===== config.mk =====
export PLATFORM = sky130hd
export DESIGN_NAME = flit_out_arbiter_flat
export DESIGN_NICKNAME = d
export VERILOG_FILES = /design/src/rtl/flit_out_arbiter_if.sv /design/src/rtl/flit_out_arbiter.sv /design/src/flat_wrapper.sv
export SDC_FILE = /design/constraint.sdc
export NUM_CORES = 1
export LEC_CHECK = 0
export BUFFER_PORTS_ARGS = -buffer_cell sky130_fd_sc_hd__buf_4
export CORE_ASPECT_RATIO = 0.5
export CORE_UTILIZATION = 42
export DETAILED_ROUTE_END_ITERATION = 6
export SLEW_MARGIN = 0
export SYNTH_ARGS = -nofsm -noshare
export SYNTH_HDL_FRONTEND = slang
export SYNTH_SLANG_ARGS = --single-unit

===== constraint.sdc =====
create_clock -name CLK -period 7.7 [get_ports CLK]
set_input_delay 0.77 -clock CLK [delete_from_list [all_inputs] [get_ports CLK]]
set_output_delay 0.77 -clock CLK [all_outputs]
set_load 0.005 [all_outputs]

===== src/rtl/flit_out_arbiter_if.sv =====
// Flit link between the input ports and the output arbiter: packed input flits
// and downstream ready in; pop strobes, output flit, grant and packet count out.
interface flit_out_arbiter_if #(
  parameter int W_DIR  = 5,
  parameter int W_FLIT = 8
);
  logic [W_DIR*W_FLIT-1:0] IN;
  logic                    RDY;
  logic [W_DIR-1:0]        ACK;
  logic [W_FLIT-1:0]       OUT;
  logic [W_DIR-1:0]        GRANT;
  logic [7:0]              PKT_CNT;

  modport master (
    output IN,
    output RDY,
    input  ACK,
    input  OUT,
    input  GRANT,
    input  PKT_CNT
  );

  modport slave (
    input  IN,
    input  RDY,
    output ACK,
    output OUT,
    output GRANT,
    output PKT_CNT
  );
endinterface


===== src/rtl/flit_out_arbiter.sv =====
// Round-robin output-link arbiter: a flit ACKed in cycle N is on OUT in N+1; OUT holds while RDY=0.
// FLIT_ARB_PKT_LOCK_EN defined: wormhole lock per packet; undefined: every flit arbitrated alone.
module flit_out_arbiter #(
  parameter int W_DIR  = 5,
  parameter int W_FLIT = 8
) (
  input logic              CLK,
  input logic              RST,
  flit_out_arbiter_if.slave bus
);

  localparam int W_PTR = (W_DIR > 1) ? $clog2(W_DIR) : 1;
  typedef logic [W_PTR-1:0] ptr_t;

  logic [W_FLIT-1:0] out_q, out_d;
  logic [W_DIR-1:0]  grant_q, grant_d;
  ptr_t              ptr_q, ptr_d;
  logic [7:0]        cnt_q, cnt_d;

  logic [W_DIR-1:0]  vld;
  logic              free;
  logic              rr_hit;
  ptr_t              rr_idx;
  logic              load;
  ptr_t              sel;
  logic [W_FLIT-1:0] sel_flit;
  logic              sel_tail;
  logic [W_DIR-1:0]  sel_onehot;
  ptr_t              ptr_inc;

`ifdef FLIT_ARB_PKT_LOCK_EN
  typedef enum logic {IDLE, LOCK} state_t;
  state_t state_q, state_d;
  ptr_t   own_q, own_d;
`endif

  always_comb begin
    for (int i = 0; i < W_DIR; i++) begin
      vld[i] = bus.IN[i*W_FLIT + W_FLIT - 1];
    end
  end

  assign free = !out_q[W_FLIT-1] || bus.RDY;

  // Descending scan so the lowest offset from the pointer wins.
  always_comb begin
    rr_hit = 1'b0;
    rr_idx = '0;
    for (int k = W_DIR - 1; k >= 0; k--) begin
      if (vld[ptr_t'((int'(ptr_q) + k) % W_DIR)]) begin
        rr_hit = 1'b1;
        rr_idx = ptr_t'((int'(ptr_q) + k) % W_DIR);
      end
    end
  end

  always_comb begin
    sel  = rr_idx;
    load = free && rr_hit;
`ifdef FLIT_ARB_PKT_LOCK_EN
    if (state_q == LOCK) begin
      sel  = own_q;
      load = free && vld[own_q];
    end
`endif
    if (RST) begin
      load = 1'b0;
    end
  end

  assign sel_flit = bus.IN[int'(sel)*W_FLIT +: W_FLIT];
  assign sel_tail = sel_flit[W_FLIT-2];
  assign ptr_inc  = (sel == ptr_t'(W_DIR - 1)) ? '0 : ptr_t'(sel + 1'b1);

  always_comb begin
    sel_onehot      = '0;
    sel_onehot[sel] = 1'b1;
  end

  always_comb begin
    out_d   = out_q;
    grant_d = grant_q;
    ptr_d   = ptr_q;
    cnt_d   = cnt_q;
`ifdef FLIT_ARB_PKT_LOCK_EN
    state_d = state_q;
    own_d   = own_q;
`endif
    if (free) begin
      if (load) begin
        out_d = sel_flit;
        if (sel_tail) begin
          cnt_d = cnt_q + 8'd1;
        end
`ifdef FLIT_ARB_PKT_LOCK_EN
        if (sel_tail) begin
          state_d = IDLE;
          grant_d = '0;
          ptr_d   = ptr_inc;
        end else begin
          state_d = LOCK;
          grant_d = sel_onehot;
          own_d   = sel;
        end
`else
        grant_d = sel_onehot;
        ptr_d   = ptr_inc;
`endif
      end else begin
        // Nothing to send: drain the register; a held lock survives the bubble.
        out_d = '0;
`ifndef FLIT_ARB_PKT_LOCK_EN
        grant_d = '0;
`endif
      end
    end
  end

  always_ff @(posedge CLK) begin
    if (RST) begin
      out_q   <= '0;
      grant_q <= '0;
      ptr_q   <= '0;
      cnt_q   <= '0;
`ifdef FLIT_ARB_PKT_LOCK_EN
      state_q <= IDLE;
      own_q   <= '0;
`endif
    end else begin
      out_q   <= out_d;
      grant_q <= grant_d;
      ptr_q   <= ptr_d;
      cnt_q   <= cnt_d;
`ifdef FLIT_ARB_PKT_LOCK_EN
      state_q <= state_d;
      own_q   <= own_d;
`endif
    end
  end

  assign bus.ACK     = load ? sel_onehot : '0;
  assign bus.OUT     = out_q;
  assign bus.GRANT   = grant_q;
  assign bus.PKT_CNT = cnt_q;

endmodule


===== src/flat_wrapper.sv =====
// flat-port wrapper written by rule: the top's interface ports become plain ports
module flit_out_arbiter_flat 
#(
  parameter int W_DIR  = 5,
  parameter int W_FLIT = 8
)
  (CLK, RST, bus_IN, bus_RDY, bus_ACK, bus_OUT, bus_GRANT, bus_PKT_CNT);
  flit_out_arbiter_if #(.W_DIR(W_DIR), .W_FLIT(W_FLIT)) bus_i ();
  input logic CLK;
  input logic RST;
  input wire logic [$bits(bus_i.IN)-1:0] bus_IN;
  input wire logic [$bits(bus_i.RDY)-1:0] bus_RDY;
  output wire logic [$bits(bus_i.ACK)-1:0] bus_ACK;
  output wire logic [$bits(bus_i.OUT)-1:0] bus_OUT;
  output wire logic [$bits(bus_i.GRANT)-1:0] bus_GRANT;
  output wire logic [$bits(bus_i.PKT_CNT)-1:0] bus_PKT_CNT;
  assign bus_i.IN = bus_IN;
  assign bus_i.RDY = bus_RDY;
  assign bus_ACK = bus_i.ACK;
  assign bus_OUT = bus_i.OUT;
  assign bus_GRANT = bus_i.GRANT;
  assign bus_PKT_CNT = bus_i.PKT_CNT;
  flit_out_arbiter #(.W_DIR(W_DIR), .W_FLIT(W_FLIT)) u_core (.CLK(CLK), .RST(RST), .bus(bus_i));
endmodule

==> impl_metrics.csv <==
group,metric,value,unit
clocking,cts_root_buf,"clkbuf_16",
drt,initialDrtViolationCount,381,
setup_path,required,6.93,ns
global_route,grt_util_met2,43.1,%
sta,rsz0062_at_grt,"false",
cells_and_area,final_util,54.1,%
pwr,finalPower,1.62,mW
cells_and_area,fill_cells,636,
drt,drc,0,
synthesis,ys_seq_area_share,15.9,%
global_route,grt_pass1_vias,2837,
synthesis,yosys.area.top_type_share,15.9,%
setup_path,cp_max_fo,13,
run_status,status,"finished clean",
global_route,grtUsageTotal,23.6,%
cells_and_area,area_growth,22.0,%
global_route,grt_max_degree,32,
cells_and_area,finalNetCount,507,
place,dp_hpwl,6660,um
cells_and_area,insertedDiodeCount,0,
clocking,clk_pin_slew,0.07,ns
drt,vias,3125,
clocking,cts_hold_buf,0,
global_route,antenna_found_initial,0,
synthesis,syn-num-nets,451,
sta,holdWs,0.456,ns
floorplanning,die_x,122,um
clocking,clock-sinks,24,
drt,ant_nets,0,
floorplanning,initial_utilization,44.3,%
sta,finalSetupViolCount,0,
synthesis,yosysTopAreaCell,"dfxtp_1",
clocking,ctsResizeCount,0,
floorplanning,die_height,61.9,um
cells_and_area,multi_input_comb_area,2340,um^2
sta,finalHoldViolCount,0,
synthesis,synth-async-reset-ratio,0,%
pwr,irDropWorstVdd,0.000186,V
cells_and_area,final_cells,532,
floorplanning,die-area,7550,um^2
drt,dr.pass1.iters,5,
sta,slew_headroom,50.7,%
drt,wl_per_cell,16.5,um
place,dp_cells,528,
global_route,met3_usage,1.55,%
drt,routed_wl,8800,um
pwr,power.leakage,1.56,nW
setup_path,end_kind,"primary output",
setup_path,worst_ep_arrival_time,5.55,ns
floorplanning,coreArea,6810,um^2
worst_hold_path,hold_path_class,"register to register",
cells_and_area,layout-drive-gt1-share,24.8,%
setup_path,path_class,"register to primary output",
drt,via_per_inst,5.87,
clocking,clock_latency,0.26,ns
synthesis,syn_area,3020,um^2
sta,fin_setup_tns,0,ns
global_route,grt_overflow,0,
job,max_cap_viol_count,0,
floorplanning,rows,21,
synthesis,synth_ff_type,"dfxtp_1",
pwr,p_per_area,440,nW/um^2
sta,post-route-period-util,82.1,%
synthesis,synth_cells,385,
global_route,grt_pass1_wl,14100,um
sta,skew,0.00476,ns
sta,min_period,6.32,ns
setup_path,worstSetupStartpointType,"register",
clocking,cts_buffers,3,
floorplanning,ios,69,
synthesis,synth_cell_type_count,73,
cells_and_area,mostFrequentLayoutCells,"buf_4, nand2_1, dfxtp_1",
sta,drv_slew,0,
synthesis,ys_seq_elements,24,
clocking,h-tree-depth,1,
clocking,tritoncts,"done",
place,place.gp.congestion,0.944,
cells_and_area,layout_commonest_cell,"buf_4",
clocking,cts_max_path_buffers,2,
sta,max_freq,158,MHz
global_route,met1_usage,31.4,%
global_route,grt-busiest-layer,"met2",
synthesis,synth_area_leaders,"dfxtp_1, ha_1, mux2i_1, nand2_1, a21oi_1",
place,io_buffer_count,68,
synthesis,yosysWarnings,0,
synthesis,synth_area_per_cell,7.84,um^2
synthesis,synth_edf_count,0,
sta,max_slew.worst_pin.slew,0.740,ns
clocking,post_cts_buffers,0,
cells_and_area,seq_area,480,um^2
-- metrics by stage --
| stage | cell area [um^2] | setup slack (ns) |
|---|---|---|
| 3_5_place_dp | 3580 | 1.78 |
| 5_1_grt | 3680 | 0.802 |
| 3_3_place_gp | 3580 | 1.97 |
| 4_1_cts | 3680 | 1.46 |
| 6_report | 3680 | 1.38 |
| 2_1_floorplan | 3020 | 2.30 |
-- cell usage after synthesis (6+ instances only) --
cell / count
clkbuf_1: 11
a31oi_1: 8
dfxtp_1: 24
a221o_1: 6
or3_1: 11
inv_2: 6
o21a_1: 7
and2_1: 8
ha_1: 23
a21oi_1: 19
nand3_1: 11
mux2i_1: 23
nor2_1: 21
o211ai_1: 6
nand4_1: 7
inv_1: 18
nand2_1: 30
o21ai_0: 15
-- power breakdown --
part	internal (mW)	leakage [nW]	switching, mW
registers	0.152	0.196	0.0247
logic	0.534	1.31	0.760
clock network	0.103	0.0511	0.0449
total	0.790	1.56	0.830
-- kinds of logic (layout without fill, tap and decap cells) --
group                    after synthesis  in the layout  share of synthesized area (%)
AO/OA/AOI/OAI                        131            131                           33.6
AND/OR/NAND/NOR                      125            125                           21.9
buffers and inverters                 46            101                           6.68
multiplexers                          29             29                           10.1
flip-flops                            24             24                           15.9
adder cells (fa/ha/maj)               23             23                           9.54
XOR/XNOR                               7              7                           2.28
-- state kept, by name (all words and copies together) (netlist names) --
name / cells
u_core.ptr_q: 3
u_core.bus.GRANT: 5
u_core.bus.OUT: 8
u_core.bus.PKT_CNT: 8
-- routing by layer --
| metal | share of wire [%] | vias to the layer above |
|---|---|---|
| met5 | 0 | - |
| met4 | 0.65 | 0 |
| met3 | 4.6 | 7 |
| met2 | 47 | 87 |
| met1 | 48 | 1460 |
| li1 | - | 1571 |
-- critical path: stages, from the launching register on --
cell and delay, ns:
dfxtp_1 0.60, inv_2 0.23, ha_1 0.44, o21ai_0 0.35
nand2_1 0.12, xnor2_1 0.21, ha_1 0.28, inv_1 0.09
o221ai_1 0.30, nor4b_1 0.44, mux2i_1 0.21, o311ai_0 0.47
mux2i_1 0.41, a21o_1 0.44, inv_2 0.19, nor3_1 0.33
buf_4 0.17
-- worst paths after layout --
| kind | startpoint | end | slack, ns | cells past startpoint |
|---|---|---|---|---|
| hold reg to reg | u_core.bus.OUT[3] | u_core.bus.OUT[3] | 0.46 | 2 |
| setup reg to reg | u_core.ptr_q[1] | u_core.bus.OUT[6] | 1.86 | 18 |
| hold / removal | u_core.bus.OUT[3] | u_core.bus.OUT[3] | 0.46 | 2 |
| setup / recovery | u_core.ptr_q[1] | bus_ACK[2] | 1.38 | 16 |
-- area by class of cell --
type | count | share of cell area [%]
Multi-Input combinational cell | 315 | 63.6
Timing Repair Buffer | 73 | 14.9
Sequential cell | 24 | 13.1
Tap cell | 92 | 3.13
Inverter | 24 | 2.45
Clock buffer | 3 | 2.04
Clock inverter | 1 | 0.816
No activity file was read; power rests on OpenSTA's default activity.
